$ cat src/rtl/ifm_load_fsm.sv
// IFM window-load sequencer: arbitrates for the IFM SRAM, streams NUM_IFM words
// in lock-step with counter_ifm for the register-write decoder, then runs the conv datapath.
module ifm_load_fsm #(
   parameter int unsigned NUM_IFM    = 10,
   parameter int unsigned ADDR_WIDTH = 16
) (
   input  logic                  clk,
   input  logic                  rst_n,
   input  logic                  start,
   input  logic [ADDR_WIDTH-1:0] ifm_base_addr,
   input  logic                  ifm_gnt,
   input  logic                  compute_done,
   output logic [3:0]            current_state,
   output logic [15:0]           counter_ifm,
   output logic                  ifm_req,
   output logic                  ifm_rd_en,
   output logic [ADDR_WIDTH-1:0] ifm_addr,
   output logic                  conv_start,
   output logic                  busy,
   output logic                  done
);

   if (NUM_IFM < 1 || NUM_IFM > 10) begin : g_bad_num_ifm
      $error("ifm_load_fsm: NUM_IFM must be in 1..10");
   end

   typedef enum logic [3:0] {
      IDLE    = 4'd0,
      REQ     = 4'd1,
      FETCH   = 4'd2,
      LOAD    = 4'd3,
      COMPUTE = 4'd4,
      DONE    = 4'd5
   } state_t;

   localparam logic [15:0] LAST_BEAT = 16'(NUM_IFM);

   state_t                state_q, state_n;
   logic [ADDR_WIDTH-1:0] base_q, base_n;
   logic [15:0]           cnt_n;
   logic                  req_n, rd_n, cs_n, busy_n, done_n;
   logic [ADDR_WIDTH-1:0] addr_n;

   assign current_state = state_q;

   always_ff @(posedge clk or negedge rst_n) begin
      if (!rst_n) begin
         state_q     <= IDLE;
         base_q      <= '0;
         counter_ifm <= '0;
         ifm_req     <= 1'b0;
         ifm_rd_en   <= 1'b0;
         ifm_addr    <= '0;
         conv_start  <= 1'b0;
         busy        <= 1'b0;
         done        <= 1'b0;
      end else begin
         state_q     <= state_n;
         base_q      <= base_n;
         counter_ifm <= cnt_n;
         ifm_req     <= req_n;
         ifm_rd_en   <= rd_n;
         ifm_addr    <= addr_n;
         conv_start  <= cs_n;
         busy        <= busy_n;
         done        <= done_n;
      end
   end

   // Outputs are computed for the state being entered, so each registered output
   // lines up with current_state; the read for beat k+1 is issued while beat k is visible.
   always_comb begin
      state_n = state_q;
      base_n  = base_q;
      cnt_n   = '0;
      req_n   = 1'b0;
      rd_n    = 1'b0;
      addr_n  = '0;
      cs_n    = 1'b0;
      done_n  = 1'b0;
      case (state_q)
         IDLE: begin
            if (start) begin
               state_n = REQ;
               base_n  = ifm_base_addr;
               req_n   = 1'b1;
            end
         end
         REQ: begin
            req_n = 1'b1;
            if (ifm_gnt) begin
               state_n = FETCH;
               rd_n    = 1'b1;
               addr_n  = base_q;
            end
         end
         FETCH, LOAD: begin
            if (state_q == LOAD && counter_ifm >= LAST_BEAT) begin
               state_n = COMPUTE;
               cs_n    = 1'b1;
            end else begin
               state_n = LOAD;
               cnt_n   = counter_ifm + 16'd1;
               req_n   = 1'b1;
               if (cnt_n < LAST_BEAT) begin
                  rd_n   = 1'b1;
                  addr_n = base_q + ADDR_WIDTH'(cnt_n);
               end
            end
         end
         COMPUTE: begin
            if (compute_done) begin
               state_n = DONE;
               done_n  = 1'b1;
            end
         end
         DONE:    state_n = IDLE;
         default: state_n = IDLE;
      endcase
      busy_n = (state_n != IDLE);
   end

endmodule

$ cat config.mk
export PLATFORM = sky130hd
export DESIGN_NAME = ifm_load_fsm
export DESIGN_NICKNAME = d
export VERILOG_FILES = /design/src/rtl/ifm_load_fsm.sv
export SDC_FILE = /design/constraint.sdc
export NUM_CORES = 1
export LEC_CHECK = 0
export CAP_MARGIN = 5
export CORE_ASPECT_RATIO = 0.75
export CORE_UTILIZATION = 50
export CTS_BUF_LIST = sky130_fd_sc_hd__clkbuf_8
export DETAILED_ROUTE_END_ITERATION = 8
export HOLD_SLACK_MARGIN = 0.02
export PLACE_DENSITY = 0.74
export SLEW_MARGIN = 40
export SYNTH_ARGS = -nofsm -noshare
export SYNTH_HDL_FRONTEND = slang
export SYNTH_SLANG_ARGS = --single-unit
$ cat constraint.sdc
create_clock -name clk -period 7.4 [get_ports clk]
set_input_delay 1.48 -clock clk [delete_from_list [all_inputs] [get_ports clk]]
set_output_delay 1.48 -clock clk [all_outputs]
set_load 0.03 [all_outputs]
; ---- Word level (Yosys, flattened, before mapping)
; Cells that the tools add are included.
[op_classes]
magnitude_cmp = 2
n_eq_ne = 4
n_mux = 22
n_addsub = 2
reduce_logical = 5
[ops]
columns = cell, n
row1 = two-way mux 16 bit, 5
row2 = case mux 16 bit (2 select lines), 1
row3 = "adder 16 x 1 -> 16 bit, second input constant", 1
row4 = adder 16 bit, 1
row5 = ">= comparator 16 x 4 -> 1 bit, second input constant", 1
row6 = "< comparator 16 x 4 -> 1 bit, second input constant", 1
row7 = case mux 4 bit (4 select lines), 1
row8 = two-way mux 4 bit, 3
row9 = two-way mux 1 bit, 9
row10 = "== test 4 x 2 -> 1 bit, second input constant", 2
row11 = "== test 4 x 1 -> 1 bit, second input constant", 1
row12 = "== test 4 x 3 -> 1 bit, second input constant", 1
row13 = zero test 4 bit, 1
row14 = nonzero test 4 bit, 1
row15 = two-way mux 3 bit, 1
row16 = case mux 1 bit (3 select lines), 1
row17 = case mux 1 bit (2 select lines), 1
row18 = AND reduction 2 bit, 1
row19 = OR reduction 2 bit, 1
row20 = logical AND 1 bit, 1
[totals]
out_inout_bits = 41
word_cells = 44
in_bits = 21
reg_bits = 57

; ---- Longest topological paths before layout
; Gate-level depths: netlist of the first run.
[depth]
word_depth = 5
mapped_depth = 14
depth_no_buf = 12

; ---- Least setup slack after synthesis of the first run
; No wires, ideal clock.
[synth_path]
path_kind = register to register
from = register counter_ifm[1]
to = register ifm_addr[15]
path_buffers = 0
synth_period_minus_slack_ns = 3.133
path_stages_with_launch = 13
setup_slack_ns = 4.267
arrival_ns = 3.005
t_required_ns = 7.272
setup_ns = 0.128
cell_sequence = dfrtp_1 > ha_1 > and2_1 > or4b_4 > xnor2_1 > ha_1 > a21oi_1 > nor2b_1 > nor2_1 > o2111ai_1 > a31o_2 > a21oi_1 > a31oi_1
[synth_via]
elab_chain_cells = 5
elab_cells_between_ends = 8
cone_classes = add/sub: 2 / order compare: 2 / mux: 3 / reduce/logical: 1
[synth_rtl]
columns = element, line
row1 = "start, declared", 14  ; output logic [15:0] counter_ifm,
row2 = "start signal, assigned", 60  ; counter_ifm <= cnt_n;
row3 = adder 16 x 1 -> 16 bit, 103  ; cnt_n = counter_ifm + 16'd1;
row4 = adder 16 bit / < comparator 16 x 4 -> 1 bit (equally long branches), "107, 105"
row5 = two-way mux 16 bit, 105  ; if (cnt_n < LAST_BEAT) begin
row6 = two-way mux 16 bit (*), 98  ; if (state_q == LOAD && counter_ifm >= LAST_BEAT) begin
row7 = case mux 16 bit (2 select lines) (*), 81  ; case (state_q)
row8 = net addr_n[15], 42  ; logic [ADDR_WIDTH-1:0] addr_n;
row9 = "end signal, assigned", 63  ; ifm_addr <= addr_n;
row10 = "end, declared", 17  ; output logic [ADDR_WIDTH-1:0] ifm_addr,
; The timed path passes the listed nets; every way through them passes the cells marked *.
; A chain may end at the register's enable or synchronous reset.

; ---- Worst setup path in the final report of the first run
[layout_path]
from = register counter_ifm[0]
to = register ifm_addr[15]
; The elaborated chain is that of the path after synthesis.

==> flow_summary.toml, run 1 <==
[grt]
grt_start_max_net_pins = 58
grt_pass1_wl_mm = 12.9
grt_usage = 0.250
grt.overflow.total = 0
antenna_found_initial = 0
grt_pass1_vias = 2552

[placed_design]
place_area_um2 = 4000
dpl.hpwl_mm = 5.65
io_buffers = 61
gp_congestion = 0.922

[synthesis]
syn_inst = 327
synthSimpleGateAreaFrac = 0.180
ys_warn_count = 0
synth-edff-count = 0
synth-xor-area-share = 0.0713
syn_area_um2 = 3320
yosysSeqAreaShare = 0.430
netlist_top_cells_area = "dfrtp_1, ha_1, mux2_2, nand2_1, xnor2_1"
syn_area_per_cell_um2 = 10.1
async_flop_share = 1.00
ys_ff_latch = 57
synth_top_area_share = 0.430
synth_compound_area_frac = 0.146
synth_flop_cell = "dfrtp_1"
synth_area_leader_cell = "dfrtp_1"
synth.distinct_cells = 55
synth_fa_ha_area_frac = 0.0777
muxShareOfSynthArea = 0.0667
syn_nets = 368
synth_top_family_by_area = "simple AND/OR/NAND/NOR gates"

[clock_network]
cts_made_buffers = 9
clkLatencyLatePin_ns = 0.34
cts_tree = "yes"
h-tree-depth = 3
cts_resized = 0
post_cts_buffers = 0
cts.sink_count = 57
hold_buffers = 0
cts_buffer_depth = 2
clkTransAtPathRegs_ns = 0.06
clockRootBuffer = "clkbuf_8"

[floorplan]
core_area_um2 = 6350
start_util = 0.523
die_y_um = 72.6
num_rows = 25
die_area_um2 = 6970
die_w_um = 96.1
pin_count = 62

[power]
p_sw_mw = 0.295
p_leak_nw = 1.87
peakVddDrop_uv = 132
internal_power_mw = 0.653
p_per_area_nw_per_um2 = 225
power.total_mw = 0.948
clkPwrFrac = 0.333
combPwrFrac = 0.257
sw_frac_of_total = 0.311
seq_power_share = 0.410

[cells_and_area]
ff_latch_area_um2 = 1430
final_nets = 432
synthToLayoutAreaGrowth_pct = 26.8
final_area_um2 = 4210
multi_input_area_um2 = 1820
n_antenna_cell = 0
drive_gt1_frac = 0.131
fill_cells = 520

[worst_setup_path]
cp_max_fo = 9
critPathLaunchType = "flip-flop"
cp-end-kind = "flip-flop"
critPathTopFamily = "simple AND/OR/NAND/NOR gates"
regToRegStartpoint = "counter_ifm[0]$_DFF_PN0_"
critPathMaxStageDelay_ns = 0.51
crit_buf_inv = 0
cp.arrival_ns = 3.58
cp-startpoint = "counter_ifm[0]$_DFF_PN0_"
r2r_slack_ns = 4.03
worstSetupPathType = "reg -> reg"
path_cells = "ha_1, and2_1, or4b_4, xnor2_1, ha_1, a21oi_1, nor2b_1, nor2_1, o2111ai_1, a31o_2, a21oi_1, a31oi_1"
cp_slowest_cell = "dfrtp_1"
required_ns = 7.61

[status]
status = "completed"

[sta]
finalCriticalPeriod_ns = 3.37
finalSetupViolations = 0
hold_viol = 0
max_freq_mhz = 297
drv_slew = 0
tightest_slew_ns = 0.753
post-route-period-util = 0.455
rsz0062_at_grt = "no"
setup_tns_ns = 0
max_slew_margin = 0.498
fin_skew_ns = 0.0111

[routing]
route.detailed.drc = 0
drt_iter0_markers = 185
ant_nets = 0
m1WireLength_mm = 3.87
routed-via-count = 2674
avgViaCountPerCell = 5.61
wl_met3_um = 437
wl_mm = 7.90
dr_wl_met2_mm = 3.46
dr.pass1.iters = 4
highest_layer = "met4"
wl_per_cell_um = 16.6

[min_path]
hold_class = "reg -> reg"
hold_path_startpoint = "base_q[15]$_DFFE_PN0P_"

[job]
maxCapViolCount = 0
-- synthesized netlist by cell type, types with 3 or more instances --
cell      count
buf_4         3
a21oi_1      12
xnor2_1      14
inv_1         9
nand3_1      15
o21ai_2       9
dfrtp_1      57
and2_1        4
a22o_1        4
o21ai_0       8
a211oi_1      3
mux2i_1       3
a21o_1        6
nor2b_1      14
nand2_1      34
clkbuf_1      4
ha_1         19
nor3_1        9
o211ai_1      3
nor2_1       24
mux2_2       17
xor2_1       13
-- flip-flops by register name, summed over array words and instances, names as in the netlist --
name / count
base_q: 16
counter_ifm: 16
ifm_addr: 16
current_state: 4
busy: 1
conv_start: 1
done: 1
ifm_rd_en: 1
ifm_req: 1
-- per-layer routing --
metal,vias up,global-route usage
met1,1279,0.360
li1,1295,-
met4,0,0.0796
met3,13,0.0577
met5,-,0
met2,87,0.371
-- power by group through the flow --
stage,clock network (mW),registers (mW),logic [mW]
after floorplan,0,0.414,0.141
after global placement,0,0.392,0.239
after detailed placement,0,0.395,0.243
after CTS,0.321,0.389,0.244
after global routing,0.336,0.394,0.268
final,0.316,0.389,0.243
-- final timing paths --
kind / depth (start not counted) / to
setup / recovery: 12 / ifm_addr[15]$_DFF_PN0_
hold reg to reg: 1 / ifm_addr[15]$_DFF_PN0_
hold / removal: 1 / ifm_addr[15]$_DFF_PN0_
setup reg to reg: 12 / ifm_addr[15]$_DFF_PN0_
min in group asynchronous: 2 / base_q[7]$_DFFE_PN0P_
max in group asynchronous: 2 / current_state[1]$_DFF_PN0_
-- cell families after synthesis --
logic type	Yosys count
AND/OR/NAND/NOR	117
AO/OA/AOI/OAI	66
flip-flops	57
XOR/XNOR	27
adder cells (fa/ha/maj)	20
multiplexers	20
buffers and inverters	19
other	1
-- area by class of cell --
type,instances,share of cell area
Multi-Input combinational cell,251,0.431
Sequential cell,57,0.339
Timing Repair Buffer,63,0.147
Clock buffer,9,0.0294
Tap cell,81,0.0241
Clock inverter,7,0.0205
Inverter,9,0.00803
-- layout by cell type, fill, tap and decap left out, types with 8 or more instances in the layout --
cell type	n
mux2_2	17
nor2b_1	14
nor2_1	24
nand3_1	14
clkdlybuf4s50_1	60
nor3_1	9
xnor2_1	14
ha_1	19
inv_1	10
clkbuf_8	9
a21oi_1	12
o21ai_2	9
nand2_1	34
dfrtp_1	57
xor2_1	13
o21ai_0	8
-- metrics by stage --
step	instances	hold slack (ns)	worst slack [ns]	utilization
3_3_place_gp	461	0.492	3.89	0.627
2_1_floorplan	327	0.445	4.27	-
4_1_cts	477	0.509	4.08	0.663
3_5_place_dp	461	0.503	4.11	0.630
6_report	477	0.512	4.03	0.663
5_1_grt	477	0.542	3.83	0.663
No activity file was read; power rests on OpenSTA's default activity.
==> inputs of run 2 (changes only) <==
--- a/config.mk
+++ b/config.mk
@@ -7,11 +7,11 @@
 export LEC_CHECK = 0
 export CAP_MARGIN = 5
 export CORE_ASPECT_RATIO = 0.75
-export CORE_UTILIZATION = 50
+export CORE_UTILIZATION = 49
 export CTS_BUF_LIST = sky130_fd_sc_hd__clkbuf_8
 export DETAILED_ROUTE_END_ITERATION = 8
 export HOLD_SLACK_MARGIN = 0.02
-export PLACE_DENSITY = 0.74
+export PLACE_DENSITY = 0.76
 export SLEW_MARGIN = 40
 export SYNTH_ARGS = -nofsm -noshare
 export SYNTH_HDL_FRONTEND = slang
==> constraint.sdc (replaced) <==
create_clock -name clk -period 3 [get_ports clk]
set_input_delay 0.6 -clock clk [delete_from_list [all_inputs] [get_ports clk]]
set_output_delay 0.6 -clock clk [all_outputs]
set_load 0.03 [all_outputs]
==> flow_summary.toml, run 2 (same netlist as run 1, synthesis figures left out) <==
[status]
status = "completed"

[worst_setup_path]
cp_max_fo = 4
critPathMaxStageDelay_ns = 0.51
regToRegStartpoint = "counter_ifm[0]$_DFF_PN0_"
critPathLaunchType = "flip-flop"
critPathTopFamily = "simple AND/OR/NAND/NOR gates"
r2r_slack_ns = 0.13
r2r-end = "ifm_addr[15]$_DFF_PN0_"
cp-end-kind = "flip-flop"
rr_worst_depth = 12
cp.arrival_ns = 3.09
path_cells = "ha_4, and2_1, or4b_4, xnor2_2, ha_1, a21oi_2, nor2b_1, nor2_1, o2111ai_2, a31o_2, a21oi_1, a31oi_1"
worstSetupPathType = "reg -> reg"
required_ns = 3.22
cp_slowest_cell = "or4b_4"
crit_buf_inv = 0

[sta]
max_slew_margin = 0.512
setup_tns_ns = 0
layout_setup_ws_ns = 0.126
finalSetupViolations = 0
finalCriticalPeriod_ns = 2.87
max_freq_mhz = 348
fin_skew_ns = 0.0101
drv_slew = 0
tightest_slew_ns = 0.732
post-route-period-util = 0.958
hold_viol = 0

[cells_and_area]
reg.largest.list = "base_q x16, counter_ifm x16, ifm_addr x16"
final_nets = 457
synthToLayoutAreaGrowth_pct = 35.4
drive_gt1_frac = 0.209
fill_cells = 482
final_cells = 502
final_cell_mix = "clkdlybuf4s50_1, dfrtp_1, nand2_1, buf_4, nor2_1"
n_antenna_cell = 0
layout_commonest_cell = "clkdlybuf4s50_1"

[routing]
routed-via-count = 2798
ant_nets = 0
route.detailed.drc = 0
drt_iter0_markers = 163
wl_mm = 8.49
avgViaCountPerCell = 5.57
dr.pass1.iters = 4
wl_per_cell_um = 16.9

[grt]
grt_pass1_vias = 2680
grt_start_max_net_pins = 32
antenna_found_initial = 0
grt_pass1_wl_mm = 13.5
grt_usage = 0.248
grt.overflow.total = 0

[floorplan]
die_area_um2 = 7110
start_util = 0.517
pin_count = 62
die_y_um = 73.3
core_area_um2 = 6410
num_rows = 25
die_w_um = 97.0

[clock_network]
hold_buffers = 0
cts_made_buffers = 9
clkTransAtPathRegs_ns = 0.07
h-tree-depth = 3
cts_tree = "yes"
cts_buffer_depth = 2
clkLatencyLatePin_ns = 0.35
clockRootBuffer = "clkbuf_8"
cts.sink_count = 57

[min_path]
hold_class = "in -> async"

[power]
p_leak_nw = 2.04
peakVddDrop_uv = 370
power.total_mw = 2.44
p_per_area_nw_per_um2 = 543

[placed_design]
io_buffers = 61
placed_cells = 475
dpl.hpwl_mm = 5.95
pre_cts_ws_ns = -0.0720
gp_congestion = 0.927

[job]
maxCapViolCount = 0
==> run 2: cell count changes in the layout (fill, tap and decap cells not counted), moves of 3 or more <==
| cell | before | now |
|---|---|---|
| buf_4 | 2 | 26 |
| xnor2_1 | 14 | 11 |
| dfrtp_1 | 57 | 54 |
| clkbuf_8 | 9 | 12 |
| clkinv_2 | 3 | 0 |
| xnor2_2 | 0 | 3 |
| dfrtp_2 | 0 | 3 |
==> run 2: final cells by class <==
type	count	area, um2	area share
Sequential cell	57	1430	0.318
Inverter	9	33.8	0.00752
Clock inverter	4	67.6	0.0150
Timing Repair Buffer	88	821	0.183
Tap cell	81	101	0.0226
Clock buffer	12	165	0.0367
Multi-Input combinational cell	251	1880	0.417
==> run 2: power breakdown <==
part	internal, mW	leakage, nW	switching [mW]
logic	0.300	1.18	0.338
registers	0.873	0.744	0.0892
clock network	0.530	0.125	0.312
total	1.70	2.04	0.740
==> run 2: how the worst max path moves through the flow <==
stage	cells after the start	slack, ns	endpoint	start
3_5_place_dp	12	-0.07	ifm_addr[15]$_DFF_PN0_	counter_ifm[0]$_DFF_PN0_
4_1_cts	11	0.02	ifm_addr[12]$_DFF_PN0_	counter_ifm[6]$_DFF_PN0_
5_1_grt	12	-0.01	ifm_addr[15]$_DFF_PN0_	counter_ifm[1]$_DFF_PN0_
3_3_place_gp	11	0.1	ifm_addr[12]$_DFF_PN0_	counter_ifm[6]$_DFF_PN0_
6_report	12	0.13	ifm_addr[15]$_DFF_PN0_	counter_ifm[0]$_DFF_PN0_
2_1_floorplan	12	0.007	ifm_addr[15]$_DFF_PN0_	counter_ifm[1]$_DFF_PN0_
==> run 2: layer usage <==
metal / vias up / global-route usage / part of all wire
li1: 1346 / - / -
met4: 0 / 0.0813 / 0.016
met5: - / 0 / 0
met1: 1341 / 0.349 / 0.48
met2: 100 / 0.358 / 0.44
met3: 11 / 0.0866 / 0.067
==> run 2: what timing repair did <==
action	4_1_cts	5_1_grt
pin swaps	1	4
setup buffers	2	9
setup endpoints to repair	3	9
resized for setup	2	11
==> run 2: per-stage QoR <==
step | area [um2] | util | hold slack (ns)
finish | 4490 | 0.701 | 0.314
global route | 4490 | 0.701 | 0.362
CTS | 4370 | 0.682 | 0.336
detailed placement | 4110 | 0.641 | 0.507
global placement | 4100 | 0.640 | 0.501
floorplan | 3320 | - | 0.304
==> inputs of run 3 (changes only) <==
--- a/config.mk
+++ b/config.mk
@@ -7,11 +7,11 @@
 export LEC_CHECK = 0
 export CAP_MARGIN = 5
 export CORE_ASPECT_RATIO = 0.75
-export CORE_UTILIZATION = 49
+export CORE_UTILIZATION = 45
 export CTS_BUF_LIST = sky130_fd_sc_hd__clkbuf_8
 export DETAILED_ROUTE_END_ITERATION = 8
 export HOLD_SLACK_MARGIN = 0.02
-export PLACE_DENSITY = 0.76
+export PLACE_DENSITY = 0.7
 export SLEW_MARGIN = 40
 export SYNTH_ARGS = -nofsm -noshare
 export SYNTH_HDL_FRONTEND = slang
==> flow_summary.toml, run 3 (same netlist as run 1, synthesis figures left out) <==
[status]
status = "completed"

[placed_design]
dpl.hpwl_mm = 6.31
io_buffers = 61
gp_congestion = 0.920

[sta]
finalSetupViolations = 0
max_freq_mhz = 347
max_slew_margin = 0.514
tightest_slew_ns = 0.729
rsz0062_at_grt = "yes"
finalCriticalPeriod_ns = 2.88
post-route-period-util = 0.961
fin_skew_ns = 0.00759
whs_ns = 0.268
drv_slew = 0
hold_viol = 0

[worst_setup_path]
cp.arrival_ns = 3.08
crit_top_cell = "inv_1"
critPathMaxStageDelay_ns = 0.46
cp-end-kind = "flip-flop"
cp_slowest_cell = "a2111o_1"
cp_max_fo = 4
r2r_slack_ns = 0.12
critPathLaunchType = "flip-flop"
required_ns = 3.20
path_cells = "buf_4, inv_1, ha_1, inv_1, fa_1, a21o_1, a2111o_1, nand3b_1, o211ai_1, a21oi_1, xor2_1, o21ai_2"
worstSetupPathType = "reg -> reg"

[cells_and_area]
layout_commonest_cell = "clkdlybuf4s50_1"
synthToLayoutAreaGrowth_pct = 34.7
drive_gt1_frac = 0.230
fill_cells = 607
final_nets = 462
final_cell_mix = "clkdlybuf4s50_1, dfrtp_1, nand2_1, buf_4, nor2_1"
reg.largest.list = "base_q x16, counter_ifm x16, ifm_addr x16"
n_antenna_cell = 0

[power]
p_per_area_nw_per_um2 = 500
peakVddDrop_uv = 334
p_leak_nw = 2.03
power.total_mw = 2.24

[clock_network]
clockRootBuffer = "clkbuf_8"
cts_buffer_depth = 2
cts.sink_count = 57
clkLatencyLatePin_ns = 0.34
cts_made_buffers = 9
h-tree-depth = 3
cts_tree = "yes"
clkTransAtPathRegs_ns = 0.07
hold_buffers = 0

[routing]
dr.pass1.iters = 5
drt_iter0_markers = 160
wl_mm = 8.59
ant_nets = 0
wl_met3_um = 448
wl_per_cell_um = 16.4
avgViaCountPerCell = 5.36
m1WireLength_mm = 4.16
highest_layer = "met4"
routed-via-count = 2811
dr_wl_met2_mm = 3.78
route.detailed.drc = 0

[floorplan]
start_util = 0.477
pin_count = 62
die_w_um = 101
die_area_um2 = 7720
core_area_um2 = 6960
die_y_um = 76.4
num_rows = 26

[grt]
grt.overflow.total = 0
grt_start_max_net_pins = 30
grt_pass1_vias = 2714
antenna_found_initial = 0
grt_pass1_wl_mm = 13.9
grt_usage = 0.237

[min_path]
hold_class = "in -> async"

[job]
maxCapViolCount = 0
## run 3: power breakdown
group / switching (mW) / internal (mW) / total [mW]
clock: 0.321 / 0.316 / 0.637
combinational: 0.339 / 0.298 / 0.637
sequential: 0.0898 / 0.872 / 0.962
## run 3: worst paths after layout
path | start | endpoint | cells past startpoint
worst max-delay path | counter_ifm[0]$_DFF_PN0_ | ifm_addr[14]$_DFF_PN0_ | 12
worst min-delay path | rst_n | ifm_addr[5]$_DFF_PN0_ | 2
worst max register to register | counter_ifm[0]$_DFF_PN0_ | ifm_addr[14]$_DFF_PN0_ | 12
worst min register to register | base_q[8]$_DFFE_PN0P_ | ifm_addr[8]$_DFF_PN0_ | 2
max in group asynchronous | rst_n | counter_ifm[2]$_DFF_PN0_ | 2
min in group clk | base_q[8]$_DFFE_PN0P_ | ifm_addr[8]$_DFF_PN0_ | 2
## run 3: layout make-up
type | instances | area (um2) | area share
clock inverters | 6 | 35.0 | 0.00784
inverters | 9 | 33.8 | 0.00756
well taps | 98 | 123 | 0.0274
flip-flops and latches | 57 | 1430 | 0.320
multi-input cells | 251 | 1870 | 0.417
repair buffers | 93 | 846 | 0.189
clock buffers | 10 | 138 | 0.0308
## run 3: worst max-delay path: cells and delay by family (launching register included)
kind	cells	cell delay, ns
flops	1	0.40
xor+xnor	1	0.20
simple gates	1	0.10
compound gates	5	1.01
buf+inv	3	0.27
fa+ha+maj	2	0.76
## run 3: through the flow
step | util | worst slack [ns] | cell area [um2] | instances | setup TNS [ns]
final | 0.642 | 0.117 | 4470 | 524 | 0
after detailed placement | 0.603 | -0.00209 | 4200 | 504 | -0.00209
after global routing | 0.642 | -0.0223 | 4470 | 524 | -0.0506
after global placement | 0.603 | 0.123 | 4200 | 504 | 0
after floorplan | - | 0.00665 | 3320 | 327 | 0
after CTS | 0.629 | 0.00955 | 4380 | 520 | 0
## run 3: layer usage
layer / vias up / GRT usage
met5: - / 0
met4: 0 / 0.0986
met1: 1342 / 0.343
met2: 103 / 0.337
li1: 1348 / -
met3: 18 / 0.0550
## run 3: timing repair
item | in CTS | in global routing
resized for setup | 1 | 15
buffers inserted | 0 | 4
gates cloned | 0 | 0
pin swaps | 0 | 3
endpoints found under the setup margin | 1 | 13
==> RTL change, RTL diff (settings of run 3) <==
Put one more register stage on the output `counter_ifm`, without a reset. The value now appears one clock later. The other outputs are not delayed to match.
--- a/src/rtl/ifm_load_fsm.sv
+++ b/src/rtl/ifm_load_fsm.sv
@@ -19,6 +19,8 @@
    output logic                  busy,
    output logic                  done
 );
+
+   logic [15:0] counter_ifm_s0;
 
    if (NUM_IFM < 1 || NUM_IFM > 10) begin : g_bad_num_ifm
       $error("ifm_load_fsm: NUM_IFM must be in 1..10");
@@ -47,7 +49,7 @@
       if (!rst_n) begin
          state_q     <= IDLE;
          base_q      <= '0;
-         counter_ifm <= '0;
+         counter_ifm_s0 <= '0;
          ifm_req     <= 1'b0;
          ifm_rd_en   <= 1'b0;
          ifm_addr    <= '0;
@@ -57,7 +59,7 @@
       end else begin
          state_q     <= state_n;
          base_q      <= base_n;
-         counter_ifm <= cnt_n;
+         counter_ifm_s0 <= cnt_n;
          ifm_req     <= req_n;
          ifm_rd_en   <= rd_n;
          ifm_addr    <= addr_n;
@@ -95,12 +97,12 @@
             end
          end
          FETCH, LOAD: begin
-            if (state_q == LOAD && counter_ifm >= LAST_BEAT) begin
+            if (state_q == LOAD && counter_ifm_s0 >= LAST_BEAT) begin
                state_n = COMPUTE;
                cs_n    = 1'b1;
             end else begin
                state_n = LOAD;
-               cnt_n   = counter_ifm + 16'd1;
+               cnt_n   = counter_ifm_s0 + 16'd1;
                req_n   = 1'b1;
                if (cnt_n < LAST_BEAT) begin
                   rd_n   = 1'b1;
@@ -120,5 +122,9 @@
       busy_n = (state_n != IDLE);
    end
 
+   always_ff @(posedge clk) begin
+      counter_ifm <= counter_ifm_s0;
+   end
+
 endmodule
 
Behaviour: not the same (a bounded check fails within 4 cycles, from zero or initial values and one cycle with rst_n low).
==> RTL change against run 3 <==
Synthesized area is 8.7% higher; highest routed layer unchanged; design area is 7.8% higher; fmax is 0.31% higher; setup slack better by 0.0088 ns; wire length is 5.2% lower; power is 17% higher; sequential cell count is 16 higher; global-route usage is 2.9 points lower; largest power group unchanged.
==> RTL change: results (changes against run 3) <==
Outcome
  – Status: complete, no violations (unchanged)

Power and ir drop
  – Leakage: 2.19 nW (was 2.03 nW)
  – VDD IR max: 324 µV (was 334 µV)

Global route
  – First-pass GRT wire length: 13200 µm (was 13900 µm)
  – Initial antenna violation count: 0 (unchanged)
  – Vias in the first global route: 2628 (was 2714)
  – Total track usage: 20.7% (was 23.7%)
  – Largest net degree at the start of global routing: 33 (was 30)

STA
  – Worst-Margin Slew: 0.566 ns (was 0.729 ns)
  – Clk_skew: 0.0102 ns (was 0.00759 ns)

Clock tree
  – TritonCTS buffer count: 9 (unchanged)
  – Maximum clock insertion buffer count: 2 (unchanged)
  – Max H-tree Level: 3 (unchanged)
  – CTS clk-pin slew, worst paths: 0.08 ns
  – Clk_lat worst skew: 0.35 ns
  – CTS root buffer: clkbuf_8 (unchanged)

Placement
  – Placement Setup Slack: -0.160 ns (was -0.00209 ns)
  – GPL Wtd Cong: 0.841 (was 0.920)
  – Placed cells: 500 (was 504)
  – Port-buffer cells: 61 (unchanged)
  – Post-DP Area: 4480 µm² (was 4200 µm²)
  – DP Wirelength: 5930 µm (was 6310 µm)

Yosys
  – Yosys cell types: 62 (was 55)
  – Fraction of registers with async set/reset: 78.1% (was 100%)
  – Most instantiated cells after synthesis: 57 x dfrtp_1, 20 x nor2_1, 19 x ha_1, 17 x mux2_2, 17 x nand3_1 (was 57 x dfrtp_1, 34 x nand2_1, 24 x nor2_1, 19 x ha_1, 17 x mux2_2)
  – Yosys warnings: 0 (unchanged)
  – Syn_nets: 364 (was 368)
  – Synth Instances: 323 (was 327)
  – Synth top area cells: dfrtp_1 40%, dfxtp_1 8.9%, ha_1 6.6%, mux2_2 5.3%, xnor2_1 3.9% (was dfrtp_1 43%, ha_1 7.2%, mux2_2 5.8%, nand2_1 3.8%, xnor2_1 3.7%)
  – Post-synthesis sequential area ratio: 48.4% (was 43.0%)

Finish
  – Post-route insts no fill: 519 (was 524)
  – Share of cells above drive strength 1: 22.2% (was 23.0%)
  – Ant diodes: 0 (unchanged)
  – Final #Nets: 454 (was 462)
  – Final-layout fill cell count: 599 (was 607)

Setup path
  – Worst Setup SP: counter_ifm_s0[1]$_DFF_PN0_ (was counter_ifm[0]$_DFF_PN0_)
  – Worst Path Arrival: 3.11 ns (was 3.08 ns)
  – Crit Path Max Fanout: 5 (was 4)

Route
  – DR iter-0 viols: 102 (was 160)
  – Drt via density: 5.33 (was 5.36)
  – DRT Wirelength: 8140 µm (was 8590 µm)
  – DR pass1 iterations: 4 (was 5)

Hold path
  – Worst min path class: primary input to async pin (unchanged)
[RTL change: cell types whose count changed in the layout (fill, tap and decap cells not counted), moves of 4 or more]
| cell | run 3 | this run |
|---|---|---|
| a22o_1 | 4 | 14 |
| and2_1 | 3 | 12 |
| and3_1 | 2 | 6 |
| buf_4 | 32 | 28 |
| dfxtp_1 | 0 | 16 |
| nand2_1 | 34 | 14 |
| nor2b_1 | 14 | 3 |
| o21ai_2 | 9 | 0 |
| xor2_1 | 12 | 7 |
[RTL change: final cells by class]
cell class              count  area (µm²)  area share, %
clock buffers              11         151           3.14
repair buffers             90         827           17.2
flip-flops and latches     73        1750           36.3
well taps                 101         126           2.62
inverters                   8        30.0          0.623
multi-input cells         231        1880           39.0
clock inverters             5        55.1           1.14
[RTL change: worst paths after layout]
path / to / slack (ns) / cells after the start
max in group asynchronous: counter_ifm_s0[3]$_DFF_PN0_ / 1.93 / 2
setup / recovery: ifm_addr[9]$_DFF_PN0_ / 0.13 / 12
setup reg to reg: ifm_addr[9]$_DFF_PN0_ / 0.13 / 12
hold / removal: ifm_addr[4]$_DFF_PN0_ / 0.23 / 1
min in group clk: counter_ifm[0]$_DFF_P_ / 0.45 / 0
hold reg to reg: counter_ifm[0]$_DFF_P_ / 0.45 / 0
[RTL change: cells by family after synthesis]
kind of cell	count (synthesis)	synth area share, %
buffers and inverters	19	2.46
other	1	0.104
DFF	73	48.4
xor gates and xnor gates	25	6.07
muxes	20	6.17
AOI/OAI and AO/OA	59	12.3
and+or+nand+nor	106	17.3
adders and majority gates	20	7.14
[RTL change: where the power goes]
part	leakage [nW]	total [mW]	switching [mW]	internal, mW
sequential	0.874	1.17	0.0892	1.08
combinational	1.20	0.649	0.325	0.325
clock	0.107	0.788	0.360	0.428
[RTL change: metal layers]
metal	global-route usage, %	up-vias	routed length (µm)
li1	-	1348	-
met1	30.0	1328	4080
met2	30.5	78	3580
met3	4.57	12	382
met4	7.61	0	106
met5	0	-	0
[RTL change: worst max-delay path, stage by stage (launching register included)]
cell	delay, ns
dfrtp_2	0.45
ha_4	0.19
buf_4	0.15
xor2_2	0.17
ha_1	0.36
nand3_1	0.09
nor2_1	0.17
o211ai_1	0.17
buf_4	0.17
a21boi_0	0.29
mux2i_1	0.22
o2111ai_1	0.12
a22o_1	0.21
[RTL change: timing repair]
item	4_1_cts	5_1_grt
pin swaps	0	8
resized for setup	3	18
buffers inserted	0	3
endpoints found under the setup margin	4	6
